==> src/rtl/imem_boot_loader_pkg.sv <==
// -----------------------------------------------------------------------------
// imem_boot_pkg
// Shared types and constants for the instruction-memory boot loader.
//   boot_state_t   : loader FSM states
//   BYTES_PER_WORD : stream bytes per instruction word
//   BOOT_WORD_W    : instruction word width
//   BYTE_W         : stream byte width
//   hdr_valid()    : checks a length header against the memory depth
// -----------------------------------------------------------------------------
package imem_boot_pkg;

  typedef enum logic [2:0] {
    LEN   = 3'd0,
    BYTES = 3'd1,
    WRITE = 3'd2,
    DONE  = 3'd3,
    ERR   = 3'd4
  } boot_state_t;

  localparam int BYTES_PER_WORD = 4;
  localparam int BOOT_WORD_W    = 32;
  localparam int BYTE_W         = 8;

  // A header is usable when it names at least one word and no more words
  // than the memory holds.
  function automatic logic hdr_valid(input logic [BYTE_W-1:0] n,
                                     input int unsigned       depth);
    logic ok;
    ok = (n != 8'd0) && ({24'd0, n} <= depth);
    return ok;
  endfunction

endpackage

==> src/rtl/imem_boot_loader_if.sv <==
// -----------------------------------------------------------------------------
// imem_boot_loader_if
// Groups the byte-stream handshake and the instruction-memory write port.
//   byte_valid / byte_data / byte_ready : valid/ready byte stream
//   imem_we / imem_wa / imem_wd         : instruction memory write port
// master : the loader (consumes bytes, drives the write port)
// slave  : the environment (byte source and memory)
// -----------------------------------------------------------------------------
interface imem_boot_loader_if
  import imem_boot_pkg::*;
#(
  parameter int ADDR_W = 6
);

  logic                   byte_valid;
  logic [BYTE_W-1:0]      byte_data;
  logic                   byte_ready;
  logic                   imem_we;
  logic [ADDR_W-1:0]      imem_wa;
  logic [BOOT_WORD_W-1:0] imem_wd;

  modport master (
    input  byte_valid,
    input  byte_data,
    output byte_ready,
    output imem_we,
    output imem_wa,
    output imem_wd
  );

  modport slave (
    output byte_valid,
    output byte_data,
    input  byte_ready,
    input  imem_we,
    input  imem_wa,
    input  imem_wd
  );

endinterface

==> src/rtl/imem_boot_loader_word_assembler.sv <==
// -----------------------------------------------------------------------------
// word_assembler
// Shifts stream bytes into a big-endian instruction word and counts them.
//   clk, reset : clock, asynchronous active-high reset
//   clr        : discard any partial word and restart the byte count
//   shift_en   : a byte is being accepted this cycle
//   byte_in    : the accepted byte
//   word_out   : assembled word (first byte ends up in bits 31:24)
//   word_full  : the byte accepted this cycle completes the word
// -----------------------------------------------------------------------------
module word_assembler
  import imem_boot_pkg::*;
(
  input  logic                   clk,
  input  logic                   reset,
  input  logic                   clr,
  input  logic                   shift_en,
  input  logic [BYTE_W-1:0]      byte_in,
  output logic [BOOT_WORD_W-1:0] word_out,
  output logic                   word_full
);

  logic [BOOT_WORD_W-1:0] word_q;
  logic [1:0]             cnt_q;

  // Shift register and byte counter; the 2-bit counter wraps to 0 after
  // each complete word, so no explicit clear is needed between words.
  always_ff @(posedge clk or posedge reset) begin
    if (reset) begin
      word_q <= 32'd0;
      cnt_q  <= 2'd0;
    end else if (clr) begin
      word_q <= 32'd0;
      cnt_q  <= 2'd0;
    end else if (shift_en) begin
      word_q <= {word_q[BOOT_WORD_W-BYTE_W-1:0], byte_in};
      cnt_q  <= cnt_q + 2'd1;
    end
  end

  // Flag the 4th byte while it is being accepted so the FSM can leave for
  // WRITE on the same edge that stores it.
  always_comb begin
    word_full = 1'b0;
    if (shift_en && (cnt_q == 2'(BYTES_PER_WORD - 1))) begin
      word_full = 1'b1;
    end else begin
      word_full = 1'b0;
    end
  end

  assign word_out = word_q;

endmodule

==> src/rtl/imem_boot_loader.sv <==
// -----------------------------------------------------------------------------
// imem_boot_loader
// Boot-time loader for the writable instruction memory. Accepts a
// length-prefixed byte stream (count N, then N big-endian words), writes the
// words to addresses 0..N-1 and holds the CPU in reset until the image is in.
//   clk, reset : clock, asynchronous active-high reset
//   load_start : reload request, honoured only in DONE or ERR
//   bus        : master side of the byte stream + imem write port
//   cpu_reset  : high while no valid image is loaded
//   done       : image loaded, CPU released
//   error      : bad length header received
// -----------------------------------------------------------------------------
module imem_boot_loader
  import imem_boot_pkg::*;
#(
  parameter int ADDR_W = 6
) (
  input  logic                       clk,
  input  logic                       reset,
  input  logic                       load_start,
  imem_boot_loader_if.master         bus,
  output logic                       cpu_reset,
  output logic                       done,
  output logic                       error
);

  localparam int unsigned DEPTH = 32'd1 << ADDR_W;

  boot_state_t            state_q;
  logic [ADDR_W-1:0]      idx_q;
  logic [ADDR_W-1:0]      last_q;     // stored as N-1 so N = depth fits ADDR_W bits
  logic                   we_q;
  logic                   cpu_reset_q;
  logic                   done_q;
  logic                   error_q;

  logic                   byte_ready_s;
  logic                   clr_s;
  logic                   shift_en_s;
  logic                   word_full_s;
  logic [BOOT_WORD_W-1:0] word_s;

  // Ready is a pure function of state so a byte offered in WRITE, DONE or ERR
  // simply waits at the source.
  always_comb begin
    byte_ready_s = 1'b0;
    case (state_q)
      LEN, BYTES: byte_ready_s = 1'b1;
      default:    byte_ready_s = 1'b0;
    endcase
  end

  // Header acceptance restarts the assembler; bytes shift only in BYTES.
  always_comb begin
    clr_s      = 1'b0;
    shift_en_s = 1'b0;
    if (state_q == LEN) begin
      clr_s = bus.byte_valid;
    end else if (state_q == BYTES) begin
      shift_en_s = bus.byte_valid;
    end else begin
      clr_s      = 1'b0;
      shift_en_s = 1'b0;
    end
  end

  word_assembler u_word_assembler (
    .clk       (clk),
    .reset     (reset),
    .clr       (clr_s),
    .shift_en  (shift_en_s),
    .byte_in   (bus.byte_data),
    .word_out  (word_s),
    .word_full (word_full_s)
  );

  // Loader FSM with index/length registers and registered status outputs.
  always_ff @(posedge clk or posedge reset) begin
    if (reset) begin
      state_q     <= LEN;
      idx_q       <= '0;
      last_q      <= '0;
      we_q        <= 1'b0;
      cpu_reset_q <= 1'b1;
      done_q      <= 1'b0;
      error_q     <= 1'b0;
    end else begin
      we_q <= 1'b0;
      case (state_q)
        LEN: begin
          if (bus.byte_valid) begin
            if (hdr_valid(bus.byte_data, DEPTH)) begin
              // Truncation is intended: for N = depth the low bits are 0 and
              // subtracting one wraps to depth-1.
              last_q  <= ADDR_W'(bus.byte_data) - ADDR_W'(1'b1);
              idx_q   <= '0;
              state_q <= BYTES;
            end else begin
              error_q <= 1'b1;
              state_q <= ERR;
            end
          end
        end
        BYTES: begin
          if (word_full_s) begin
            we_q    <= 1'b1;
            state_q <= WRITE;
          end
        end
        WRITE: begin
          if (idx_q == last_q) begin
            done_q      <= 1'b1;
            cpu_reset_q <= 1'b0;
            state_q     <= DONE;
          end else begin
            idx_q   <= idx_q + ADDR_W'(1'b1);
            state_q <= BYTES;
          end
        end
        DONE: begin
          if (load_start) begin
            done_q      <= 1'b0;
            cpu_reset_q <= 1'b1;
            state_q     <= LEN;
          end
        end
        ERR: begin
          if (load_start) begin
            error_q <= 1'b0;
            state_q <= LEN;
          end
        end
        default: begin
          done_q      <= 1'b0;
          error_q     <= 1'b0;
          cpu_reset_q <= 1'b1;
          state_q     <= LEN;
        end
      endcase
    end
  end

  assign bus.byte_ready = byte_ready_s;
  assign bus.imem_we    = we_q;
  assign bus.imem_wa    = idx_q;   // stable through WRITE, advanced on leaving it
  assign bus.imem_wd    = word_s;  // assembler holds the word while in WRITE
  assign cpu_reset      = cpu_reset_q;
  assign done           = done_q;
  assign error          = error_q;

endmodule

==> src/flat_wrapper.sv <==
// flat-port wrapper written by rule: the top's interface ports become plain ports
module imem_boot_loader_flat import imem_boot_pkg::*;
#(
  parameter int ADDR_W = 6
)
  (clk, reset, load_start, cpu_reset, done, error, bus_byte_valid, bus_byte_data, bus_byte_ready, bus_imem_we, bus_imem_wa, bus_imem_wd);
  imem_boot_loader_if #(.ADDR_W(ADDR_W)) bus_i ();
  input  logic clk;
  input  logic reset;
  input  logic load_start;
  output logic cpu_reset;
  output logic done;
  output logic error;
  input wire logic [$bits(bus_i.byte_valid)-1:0] bus_byte_valid;
  input wire logic [$bits(bus_i.byte_data)-1:0] bus_byte_data;
  output wire logic [$bits(bus_i.byte_ready)-1:0] bus_byte_ready;
  output wire logic [$bits(bus_i.imem_we)-1:0] bus_imem_we;
  output wire logic [$bits(bus_i.imem_wa)-1:0] bus_imem_wa;
  output wire logic [$bits(bus_i.imem_wd)-1:0] bus_imem_wd;
  assign bus_i.byte_valid = bus_byte_valid;
  assign bus_i.byte_data = bus_byte_data;
  assign bus_byte_ready = bus_i.byte_ready;
  assign bus_imem_we = bus_i.imem_we;
  assign bus_imem_wa = bus_i.imem_wa;
  assign bus_imem_wd = bus_i.imem_wd;
  imem_boot_loader #(.ADDR_W(ADDR_W)) u_core (.clk(clk), .reset(reset), .load_start(load_start), .bus(bus_i), .cpu_reset(cpu_reset), .done(done), .error(error));
endmodule
==> config.mk <==
export PLATFORM = sky130hd
export DESIGN_NAME = imem_boot_loader_flat
export DESIGN_NICKNAME = d
export VERILOG_FILES = /design/src/rtl/imem_boot_loader_pkg.sv /design/src/rtl/imem_boot_loader_if.sv /design/src/rtl/imem_boot_loader_word_assembler.sv /design/src/rtl/imem_boot_loader.sv /design/src/flat_wrapper.sv
export SDC_FILE = /design/constraint.sdc
export NUM_CORES = 1
export LEC_CHECK = 0
export CAP_MARGIN = 0
export CORE_MARGIN = 2
export CORE_UTILIZATION = 54
export DETAILED_ROUTE_END_ITERATION = 10
export GPL_TIMING_DRIVEN = 1
export PLACE_DENSITY = 0.93
export REMOVE_ABC_BUFFERS = 1
export SYNTH_ARGS = -nofsm -noshare
export SYNTH_HDL_FRONTEND = slang
export SYNTH_SLANG_ARGS = --single-unit
==> constraint.sdc <==
create_clock -name clk -period 5.4 [get_ports clk]
set_input_delay 1.08 -clock clk [delete_from_list [all_inputs] [get_ports clk]]
set_output_delay 1.08 -clock clk [all_outputs]
set_load 0.05 [all_outputs]
-- Word-level counts from Yosys, hierarchy flattened
Cells that the tools add are included.
- multiplexer cells: 30
- $add $sub $neg: 3
- reduce and logical (&&, ||, !) cells: 15
- equality and inequality tests: 15
- $lt $le $gt $ge: 1
- bitwise logic cells: 2
- operators by type and width (operator ; number):
    $mux 32 ; 2
    $mux 6 ; 3
    $ne 2x2->1 const B ; 7
    $mux 1 ; 13
    $mux 3 ; 4
    $pmux 3 s4 ; 1
    $pmux 6 s2 ; 1
    $pmux 1 s3 ; 3
    $reduce_and 3->1 ; 3
    $le 8x7->1 const B ; 1
    $reduce_and 4->1 ; 2
    $reduce_bool 8->1 ; 1
    $add 6x1->6 const B ; 1
    $eq 3x2->1 const B ; 2
    $eq 6x6->1 ; 1
    $mux 2 ; 3
    $reduce_or 3->1 ; 2
    $sub 6x1->6 const B ; 1
    $ne 2x1->1 const B ; 2
    $reduce_bool 2->1 ; 2
    $reduce_or 2->1 ; 2
    $eq 3x1->1 const B ; 1
    $eq 3x3->1 const B ; 1
    $logic_not 3->1 ; 1
    4 further kinds ; 6
- output and inout port bits: 43
- register bits: 53

-- Longest topological paths before layout
Gate-level depths: netlist of run 1.
- depth in word-level cells: 7
- mapped depth: 8

-- Modules after synthesis
Synthesis of run 1 repeated with hierarchy kept, for this count alone.
- cells, all modules: 229
- area, all modules: 2575.0 µm²
- modules (own cells, without submodules) (module ; sequential area each (µm²) ; instances ; area an instance (µm²) ; cells each):
    word_assembler ; 850.8 ; 1 ; 1431.4 ; 113
    imem_boot_loader ; 476.7 ; 1 ; 1143.6 ; 116

-- Worst setup path after synthesis of run 1
Ideal clock, no wire load.
- kind: input to register
- start: input bus_byte_data[0]
- end: register u_core.last_q[2]
- required time: 5.281 ns
- path slack: 2.523 ns
- data arrival time: 2.758 ns
- stages on the path: 8
- path buffers: 1
- cell sequence: inv_1 ha_1 or4b_4 o21a_1 or4_4 buf_6 nand2_1 o21ai_2
- word-level cells in the longest chain between the ends: 3
- elaborated cells between the ends (all ways): 5
- those cells by class: add/sub: 1; order compare: 1; reduce/logical: 3
- RTL lines (item ; line ; RTL):
    start: declaration ; flat_wrapper.sv:15 ; input wire logic [$bits(bus_i.byte_data)-1:0] bus_byte_data;
    $le 8x7->1 or $reduce_bool 8->1 (tied branches) ; imem_boot_loader_pkg.sv:29 ; ok = (n != 8'd0) && ({24'd0, n} <= depth);
    $logic_and 1x1->1 ; imem_boot_loader_pkg.sv:29 ;
    $reduce_and 3->1 (no line) ; - ;
    end signal: assignment ; imem_boot_loader.sv:95 ; last_q <= ADDR_W'(bus.byte_data) - ADDR_W'(1'b1);
    end: declaration ; imem_boot_loader.sv:31 ; logic [ADDR_W-1:0] last_q;
Parallel ways exist; a longest one is shown, timed or not.
A chain may end at the register's enable or synchronous reset.

-- Worst setup path in the final report of run 1
- start: input bus_byte_data[0]
- end: register u_core.last_q[4]
Same word-level chain as after synthesis.

==> metrics, run 1 <==
Vias=approximately 2,000; clk_lat worst skew=between 300 and 400 ps; GRT Util Overall=a little over a fifth; Core ar.=approximately 4400 um2; Internal Pwr Total=between 0.7 and 0.8 mW; vias per cell=5.567; Die Width=71.22 um; share of power burned in registers=a little over two fifths; CP Capture Type=register; cell taking the most area after synthesis=dfrtp_1; root buffer cell=clkbuf_8; Mapped Area=2440 um2; GRT overflow=0; Worst Path Max Fanout=12; Yosys reg bits=53; Slowest-stage cell, CP=or4_4; Worst VDD drop=between 0.2 and 0.25 mV; combinational power share=between 40% and 50%; hold buffer count at CTS=0; hold-critical path depth=2; CP cell instances=clkdlybuf4s50_1 -> inv_1 -> ha_1 -> or4b_4 -> o21a_1 -> or4_4 -> a21o_2; Yosys top cell area share=53.33%; vias in the first global route=1,836; worst hold path startpoint=u_core.u_word_assembler.word_out[29]$_DFFE_PP0P_; initial antenna violation count=0; setup TNS=0 ps; FMAX=roughly 320 MHz; Chip Height=a little over 70 um; Final Slew Violations=0; Area contributors post-synth=dfrtp_1, nand2_1, nand3_1; Slew HR=between 20 and 30%; # fillers=roughly 340; Final HPWL DP=~3.6 mm; Startpoint Class=input pin; Clk pwr share=between 10% and 20%; Setup WS post-layout=2229 ps; full die area=around 5100 um2; Final Critical Period=between 3000 and 4000 ps; fraction of layout cells with a size suffix above 1=7.348%; worst hold slack=about 470 ps; Post-CTS Resized=0; RR Startpoint=u_core.state_q[2]$_DFFE_PP0P_; Largest stage delay, worst path=around 600 ps; DRT Pass-1 Iters=4; fin crit share=roughly three fifths; Post-synth EDFFs=0; worst r2r path cells=4; mean area per synthesized cell=just over 9 um2; Post-Route WL=5.196 mm; CP arrival=3380 ps; sequential fraction of the synthesis area=about 54%; # IOs=55; Worst-path clk slew=~90 ps; status=completed; global-route wire length before repair=a little under 9 mm; CP startpoint=bus_byte_data[0]; clk sinks=53; fraction of registers with async set/reset=100.0%; Area Overhead vs Synth=26.36%; RePlAce Congestion=about 0.80; leakage=~1.5 nW; pin count of the biggest net entering global routing=54; PD cells=between 400 and 500 nW/um2; Synth Flop Type=dfrtp_1; wire length per cell=approximately 14 um; Initial Util=a little under three fifths; Worst-Margin Slew=1057 ps; setup repair bufs after CTS=0; kind of critical path=in -> reg; Critical Path RT=approximately 5600 ps; num rows=24; max-cap check violation count=0; total power=around 1.3 mW; Num CTS Buffers=5; fin util=70.80%; Commonest cells post-synth=nand2_1, dfrtp_1, nand3_1; warnings from Yosys=0; unrepaired setup endpoints after global routing=no; P_sw=0.5500 mW; DRT iter0 DRCs=between 150 and 200; post-placement setup slack=1907 ps; H-tree Lvls=2; count of input and output buffers=54; Sw Share=around 43%; TritonCTS clock tree=yes; # nets final=~330; Post-Syn Instances=264; final setup vio count=0; count leader, synth=nand2_1; hold crit path type=reg -> reg; skew final=between 6 and 7 ps; clk buf depth=2; DRC=0; ant diodes=0; Hold Vio Cnt, Final=0; synth unique cells=40; ANT nets after route=0
==> routing by layer <==
metal | part of all wire [%] | GRT usage, %
met5 | 0 | 0
met3 | 4.4 | 4.219
met1 | 44 | 31.18
met4 | 1.5 | 6.918
met2 | 50 | 34.67
==> placed cells by master (no fill, tap or decap), types with 3 or more instances in the layout <==
cell type / count
a211o_1: 4
a21oi_1: 4
clkbuf_8: 5
clkdlybuf4s50_1: 54
dfrtp_1: 52
ha_1: 3
inv_1: 6
nand2_1: 81
nand3_1: 34
nor2_1: 6
nor3_1: 5
o21ai_0: 5
o21ai_2: 5
o31ai_1: 3
xnor2_1: 8
==> layout make-up <==
class / count / area, um2 / area share [%]
well taps: 52 / 65.06 / 2.110
multi-input cells: 189 / 1025 / 33.24
flip-flops and latches: 53 / 1328 / 43.06
clock inverters: 1 / 7.507 / 0.2435
repair buffers: 56 / 555.5 / 18.02
inverters: 7 / 26.28 / 0.8523
clock buffers: 7 / 76.32 / 2.476
==> power by group through the flow <==
stage | logic (mW) | clock network [mW] | registers (mW)
3_5_place_dp | 0.516 | 0 | 0.552
6_report | 0.517 | 0.219 | 0.546
4_1_cts | 0.518 | 0.224 | 0.544
2_1_floorplan | 0.188 | 0 | 0.697
5_1_grt | 0.557 | 0.239 | 0.556
3_3_place_gp | 0.502 | 0 | 0.551
==> critical path, delay by kind of cell <==
kind | cells | cell delay (ps)
AND/OR/NAND/NOR | 2 | 1080
buffers and inverters | 2 | 550
AO/OA/AOI/OAI | 2 | 480
adder cells (fa/ha/maj) | 1 | 190
==> logic make-up after synthesis <==
logic type      share of synthesized area, %
buf+inv                                3.692
compound gates                         9.538
fa+ha+maj                              1.539
mux                                   0.4103
simple gates                           27.18
xor+xnor                               3.231
flops                                  54.41
==> flip-flops by register name (all words and copies together) (netlist names) <==
signal / flops
u_core.cpu_reset: 1
u_core.u_word_assembler.word_out: 32
u_core.last_q: 6
u_core.done: 1
u_core.bus.imem_wa: 6
u_core.u_word_assembler.cnt_q: 2
u_core.error: 1
u_core.bus.imem_we: 1
u_core.state_q: 3
==> through the flow <==
stage | area, um2 | instances
floorplan | 2376 | 249
global route | 3083 | 365
detailed placement | 2999 | 357
finish | 3083 | 365
CTS | 3083 | 365
global placement | 2999 | 357
==> path summary, 6_finish.rpt <==
check	to	slack [ps]
setup / recovery	u_core.last_q[4]$_DFFE_PP0P_	2230
hold / removal	u_core.u_word_assembler.word_out[29]$_DFFE_PP0P_	470
setup reg to reg	u_core.last_q[4]$_DFFE_PP0P_	3530
hold reg to reg	u_core.u_word_assembler.word_out[29]$_DFFE_PP0P_	470
max in group asynchronous	u_core.u_word_assembler.word_out[12]$_DFFE_PP0P_	3400
min in group asynchronous	u_core.u_word_assembler.word_out[23]$_DFFE_PP0P_	1340
(Power assumes the default switching activity.)
==> run 2: changes to the inputs <==
--- a/config.mk
+++ b/config.mk
@@ -7,10 +7,10 @@
 export LEC_CHECK = 0
 export CAP_MARGIN = 0
 export CORE_MARGIN = 2
-export CORE_UTILIZATION = 54
+export CORE_UTILIZATION = 50
 export DETAILED_ROUTE_END_ITERATION = 10
 export GPL_TIMING_DRIVEN = 1
-export PLACE_DENSITY = 0.93
+export PLACE_DENSITY = 0.87
 export REMOVE_ABC_BUFFERS = 1
 export SYNTH_ARGS = -nofsm -noshare
 export SYNTH_HDL_FRONTEND = slang
==> constraint.sdc (replaced) <==
create_clock -name clk -period 3.21 [get_ports clk]
set_input_delay 0.642 -clock clk [delete_from_list [all_inputs] [get_ports clk]]
set_output_delay 0.642 -clock clk [all_outputs]
set_load 0.05 [all_outputs]
==> metrics, run 2 (synthesis gave the netlist of run 1 again) <==
FF/Latch Area=1328 um2; GRT overflow=0; Final HPWL DP=approximately 3.8 mm; setup repair bufs after CTS=0; CP startpoint=bus_byte_data[0]; fraction of layout cells with a size suffix above 1=under 10%; Sw Share=41.07%; hold buffer count at CTS=0; full die area=5455 um2; clk buf depth=2; H-tree Lvls=2; Initial Util=51.66%; max reg flops=32; Final Instance Area=about 3200 um2; RR Startpoint=u_core.state_q[0]$_DFFE_PP0P_; clk sinks=53; root buffer cell=clkbuf_8; global-route wire length before repair=8.652 mm; Crit Reg-Reg Endpoint=u_core.last_q[4]$_DFFE_PP0P_; combinational power share=38.2%; worst r2r path cells=3; Post-CTS Resized=0; FMAX=362.4 MHz; most common cell after layout, fill and taps aside=nand2_1; Final Critical Period=around 2800 ps; wire length per cell=approximately 14 um; Multi-input gate area=1025 um2; Critical Path RT=3420 ps; Num CTS Buffers=5; Area Overhead vs Synth=29.74%; Final Slew Violations=0; max-cap check violation count=0; unrepaired setup endpoints after global routing=no; share of power burned in registers=between 40% and 50%; Placed Area=around 3000 um2; Post-Route WL=between 5 and 6 mm; most frequent cells in the layout=nand2_1, clkdlybuf4s50_1, dfrtp_1, nand3_1, xnor2_1; Slew HR=a little under three fifths; Hold Vio Cnt, Final=0; leakage=approximately 1.5 nW; worst hold path startpoint=u_core.u_word_assembler.word_out[30]$_DFFE_PP0P_; Worst Path Max Fanout=12; total power=roughly 2.3 mW; Core ar.=4723 um2; count of input and output buffers=54; # fillers=377; Vias=2,030; P_sw=0.9340 mW; post-placement setup slack=around 120 ps; ANT nets after route=0; setup TNS=0 ps; Worst VDD drop=roughly 0.29 mV; Chip Height=around 74 um; pin count of the biggest net entering global routing=37; hold crit path type=reg -> reg; hold-critical path depth=2; Setup WS post-layout=approximately 450 ps; Startpoint Class=input pin; TritonCTS clock tree=yes; DRT Pass-1 Iters=4; RePlAce Congestion=around 0.81; Worst-Margin Slew=approximately 670 ps; # nets final=roughly 330; GRT Util Overall=between 20% and 30%; CP Capture Type=register; CP arrival=between 2000 and 3000 ps; kind of critical path=in -> reg; # IOs=55; Slowest-stage cell, CP=or4_4; DRT iter0 DRCs=~100; DRC=0; vias per cell=about 5.3; skew final=roughly 4.8 ps; fin util=67.02%; fin crit share=a little under nine tenths; status=completed; Die Width=between 70 and 80 um; ant diodes=0; Clk pwr share=approximately a fifth; final setup vio count=0; vias in the first global route=around 1,900; PD cells=about 720 nW/um2; WHS Endpoint=u_core.u_word_assembler.word_out[30]$_DFFE_PP0P_; CP cell instances=clkdlybuf4s50_1 -> inv_1 -> ha_1 -> or4b_4 -> o21a_1 -> or4_4 -> a21o_2; Internal Pwr Total=between 1 and 1.5 mW; initial antenna violation count=0; Largest stage delay, worst path=roughly 600 ps; Worst-path clk slew=about 90 ps; clk_lat worst skew=between 300 and 400 ps; r2r setup slk=1220 ps; num rows=25
[run 2: changes by cell type in the layout (fill, tap and decap cells not counted), sizes merged]
cell    change
buf         +2
bufinv      +1
clkbuf      -1
[run 2: how the worst max path moves through the flow]
stage / to / slack [ps] / cells after the start
floorplan: u_core.last_q[4]$_DFFE_PP0P_ / 740 / 6
global placement: u_core.last_q[4]$_DFFE_PP0P_ / 190 / 7
detailed placement: u_core.last_q[4]$_DFFE_PP0P_ / 120 / 7
CTS: u_core.last_q[4]$_DFFE_PP0P_ / 460 / 7
global route: u_core.last_q[4]$_DFFE_PP0P_ / 380 / 8
finish: u_core.last_q[4]$_DFFE_PP0P_ / 450 / 7
[run 2: final cells by class]
class                   count  share of cell area [%]
well taps                  67                   2.648
clock buffers               6                   2.609
multi-input cells         189                   32.37
clock inverters             2                   1.186
flip-flops and latches     53                   41.94
repair buffers             58                   18.42
inverters                   7                  0.8300
[run 2: routing by layer]
| metal | wire length [um] | vias to the layer above | share of wire [%] | track usage [%] |
|---|---|---|---|---|
| li1 | - | 990 | - | - |
| met1 | 2424 | 978 | 46 | 27.21 |
| met2 | 2557 | 56 | 48 | 34.13 |
| met3 | 218 | 6 | 4.1 | 4.390 |
| met4 | 80 | 0 | 1.5 | 6.667 |
| met5 | 0 | - | 0 | 0 |
[run 2: metrics by stage]
stage | hold WS [ps] | cells
detailed placement | 455.7 | 374
CTS | 477.4 | 382
finish | 470.4 | 382
floorplan | 442.8 | 249
global placement | 448.2 | 374
global route | 502.6 | 382
[run 2: worst max-delay path: cells and delay by family]
family,cells,cell delay [ps]
compound gates,2,480
buf+inv,2,540
fa+ha+maj,1,200
simple gates,2,1100
[run 2: power by group through the flow]
stage	Combinational [mW]	Sequential [mW]	Clock [mW]
2_1_floorplan	0.316	1.17	0
3_3_place_gp	0.848	0.938	0
3_5_place_dp	0.870	0.940	0
4_1_cts	0.872	0.927	0.484
5_1_grt	0.935	0.949	0.500
6_report	0.869	0.930	0.475
==> run 3: changes to the inputs <==
--- a/config.mk
+++ b/config.mk
@@ -7,10 +7,12 @@
 export LEC_CHECK = 0
 export CAP_MARGIN = 0
 export CORE_MARGIN = 2
-export CORE_UTILIZATION = 50
+export CORE_UTILIZATION = 52
+export CTS_BUF_LIST = sky130_fd_sc_hd__clkbuf_8
+export CTS_CLUSTER_SIZE = 8
 export DETAILED_ROUTE_END_ITERATION = 10
 export GPL_TIMING_DRIVEN = 1
-export PLACE_DENSITY = 0.87
+export PLACE_DENSITY = 0.9
 export REMOVE_ABC_BUFFERS = 1
 export SYNTH_ARGS = -nofsm -noshare
 export SYNTH_HDL_FRONTEND = slang
==> metrics, run 3 (synthesis gave the netlist of run 1 again) <==
RR Startpoint=u_core.state_q[0]$_DFFE_PP0P_; num rows=24; leakage=~1.5 nW; Area Overhead vs Synth=28.72%; TritonCTS clock tree=yes; fin util=just over 70%; Crit Reg-Reg Endpoint=u_core.last_q[4]$_DFFE_PP0P_; Worst-path clk slew=90 ps; PD cells=about 730 nW/um2; setup TNS=0 ps; Worst VDD drop=about 0.45 mV; most frequent cells in the layout=nand2_1, clkdlybuf4s50_1, dfrtp_1, nand3_1, xnor2_1; fraction of layout cells with a size suffix above 1=about 8.3%; GRT overflow=0; H-tree Lvls=2; crit-path leading delay family=simple AND/OR/NAND/NOR gates; Num CTS Buffers=5; Initial Util=between 50 and 60%; hold buffer count at CTS=0; status=completed; clk buf depth=2; ant diodes=0; Chip Height=a little over 70 um; full die area=about 5300 um2; Final Critical Period=2718 ps; Worst-Margin Slew=650.3 ps; ANT nets after route=0; Placed Area=between 3000 and 4000 um2; Hold Vio Cnt, Final=0; initial antenna violation count=0; unrepaired setup endpoints after global routing=no; Startpoint Class=input pin; DRT Pass-1 Iters=4; Final Instance Area=~3100 um2; Final HPWL DP=3.628 mm; skew final=6.535 ps; max reg flops=32; hold-critical path depth=2; Critical Path RT=about 3400 ps; Die Width=approximately 73 um; max-cap check violation count=0; r2r setup slk=1260 ps; setup repair bufs after CTS=0; hold crit path type=reg -> reg; vias in the first global route=between 1,500 and 2,000; RePlAce Congestion=0.8519; WHS Endpoint=u_core.u_word_assembler.word_out[30]$_DFFE_PP0P_; worst hold path startpoint=u_core.u_word_assembler.word_out[30]$_DFFE_PP0P_; Core ar.=4444 um2; Vias=2,013; worst r2r path cells=3; CP Capture Type=register; Slowest-stage cell, CP=or4_4; most common cell after layout, fill and taps aside=nand2_1; Final Slew Violations=0; # IOs=55; pin count of the biggest net entering global routing=37; CP cell instances=clkdlybuf4s50_1 -> inv_1 -> ha_1 -> or4b_4 -> o21a_1 -> or4_4 -> a21o_2; # nets final=between 300 and 400; Worst Path Max Fanout=12; wire length per cell=13.99 um; vias per cell=around 5.5; Buf/Inv on CP=2; clk sinks=53; fin crit share=between 80 and 90%; DRC=0; Largest stage delay, worst path=between 500 and 600 ps; DRT iter0 DRCs=206; clk_lat worst skew=300 ps; Slew HR=56.65%; count of input and output buffers=54; FMAX=about 370 MHz; global-route wire length before repair=roughly 9 mm; GRT Util Overall=between 20% and 30%; kind of critical path=in -> reg; CP arrival=between 2000 and 3000 ps; final setup vio count=0; Post-CTS Resized=0; root buffer cell=clkbuf_8; Post-Route WL=~5 mm
==> run 3: per-stage QoR <==
stage               total power, mW  std cells  worst slack, ps  hold WS, ps
floorplan                     1.490        249            736.5        442.8
global placement              1.769        358            196.1        447.9
detailed placement            1.795        358            160.6        454.9
CTS                           2.314        366            489.2        476.3
global route                  2.424        366            391.5        515.9
finish                        2.302        366            492.1        469.4
==> run 3: how the worst max path moves through the flow <==
| stage | start | end | slack, ps | cells after the start |
|---|---|---|---|---|
| floorplan | bus_byte_data[0] | u_core.last_q[4]$_DFFE_PP0P_ | 740 | 6 |
| global route | bus_byte_data[0] | u_core.last_q[4]$_DFFE_PP0P_ | 390 | 8 |
| finish | bus_byte_data[0] | u_core.last_q[4]$_DFFE_PP0P_ | 490 | 7 |
| CTS | bus_byte_data[0] | u_core.last_q[4]$_DFFE_PP0P_ | 490 | 7 |
| global placement | bus_byte_data[0] | u_core.last_q[4]$_DFFE_PP0P_ | 200 | 7 |
| detailed placement | bus_byte_data[0] | u_core.last_q[4]$_DFFE_PP0P_ | 160 | 7 |
==> run 3: cell type report <==
class                           count  area [um2]
Sequential cell                    53        1328
Fill cell                         344        1304
Multi-Input combinational cell    189        1025
Timing Repair Buffer               57       563.0
Clock buffer                        5       68.82
Clock inverter                      3       65.06
Tap cell                           52       65.06
Inverter                            7       26.28
==> run 3: where the power goes <==
part           switching, mW  internal, mW  leakage [nW]
clock                  0.213         0.310        0.0681
combinational          0.570         0.282         0.758
sequential             0.132         0.794         0.717
total                  0.915          1.39          1.54
==> run 3: per-layer routing <==
| layer | global-route usage, % | routed length [um] | up-vias |
|---|---|---|---|
| met5 | 0 | 0 | - |
| met4 | 7.202 | 27 | 0 |
| met3 | 5.139 | 246 | 4 |
| met2 | 32.62 | 2510 | 60 |
| met1 | 29.95 | 2336 | 964 |
| li1 | - | - | 985 |
==> run 3: tightest hold or removal path: stages (launching register included) <==
cell and delay (ps):
dfrtp_1 350, nand2_1 50, nand2_1 50
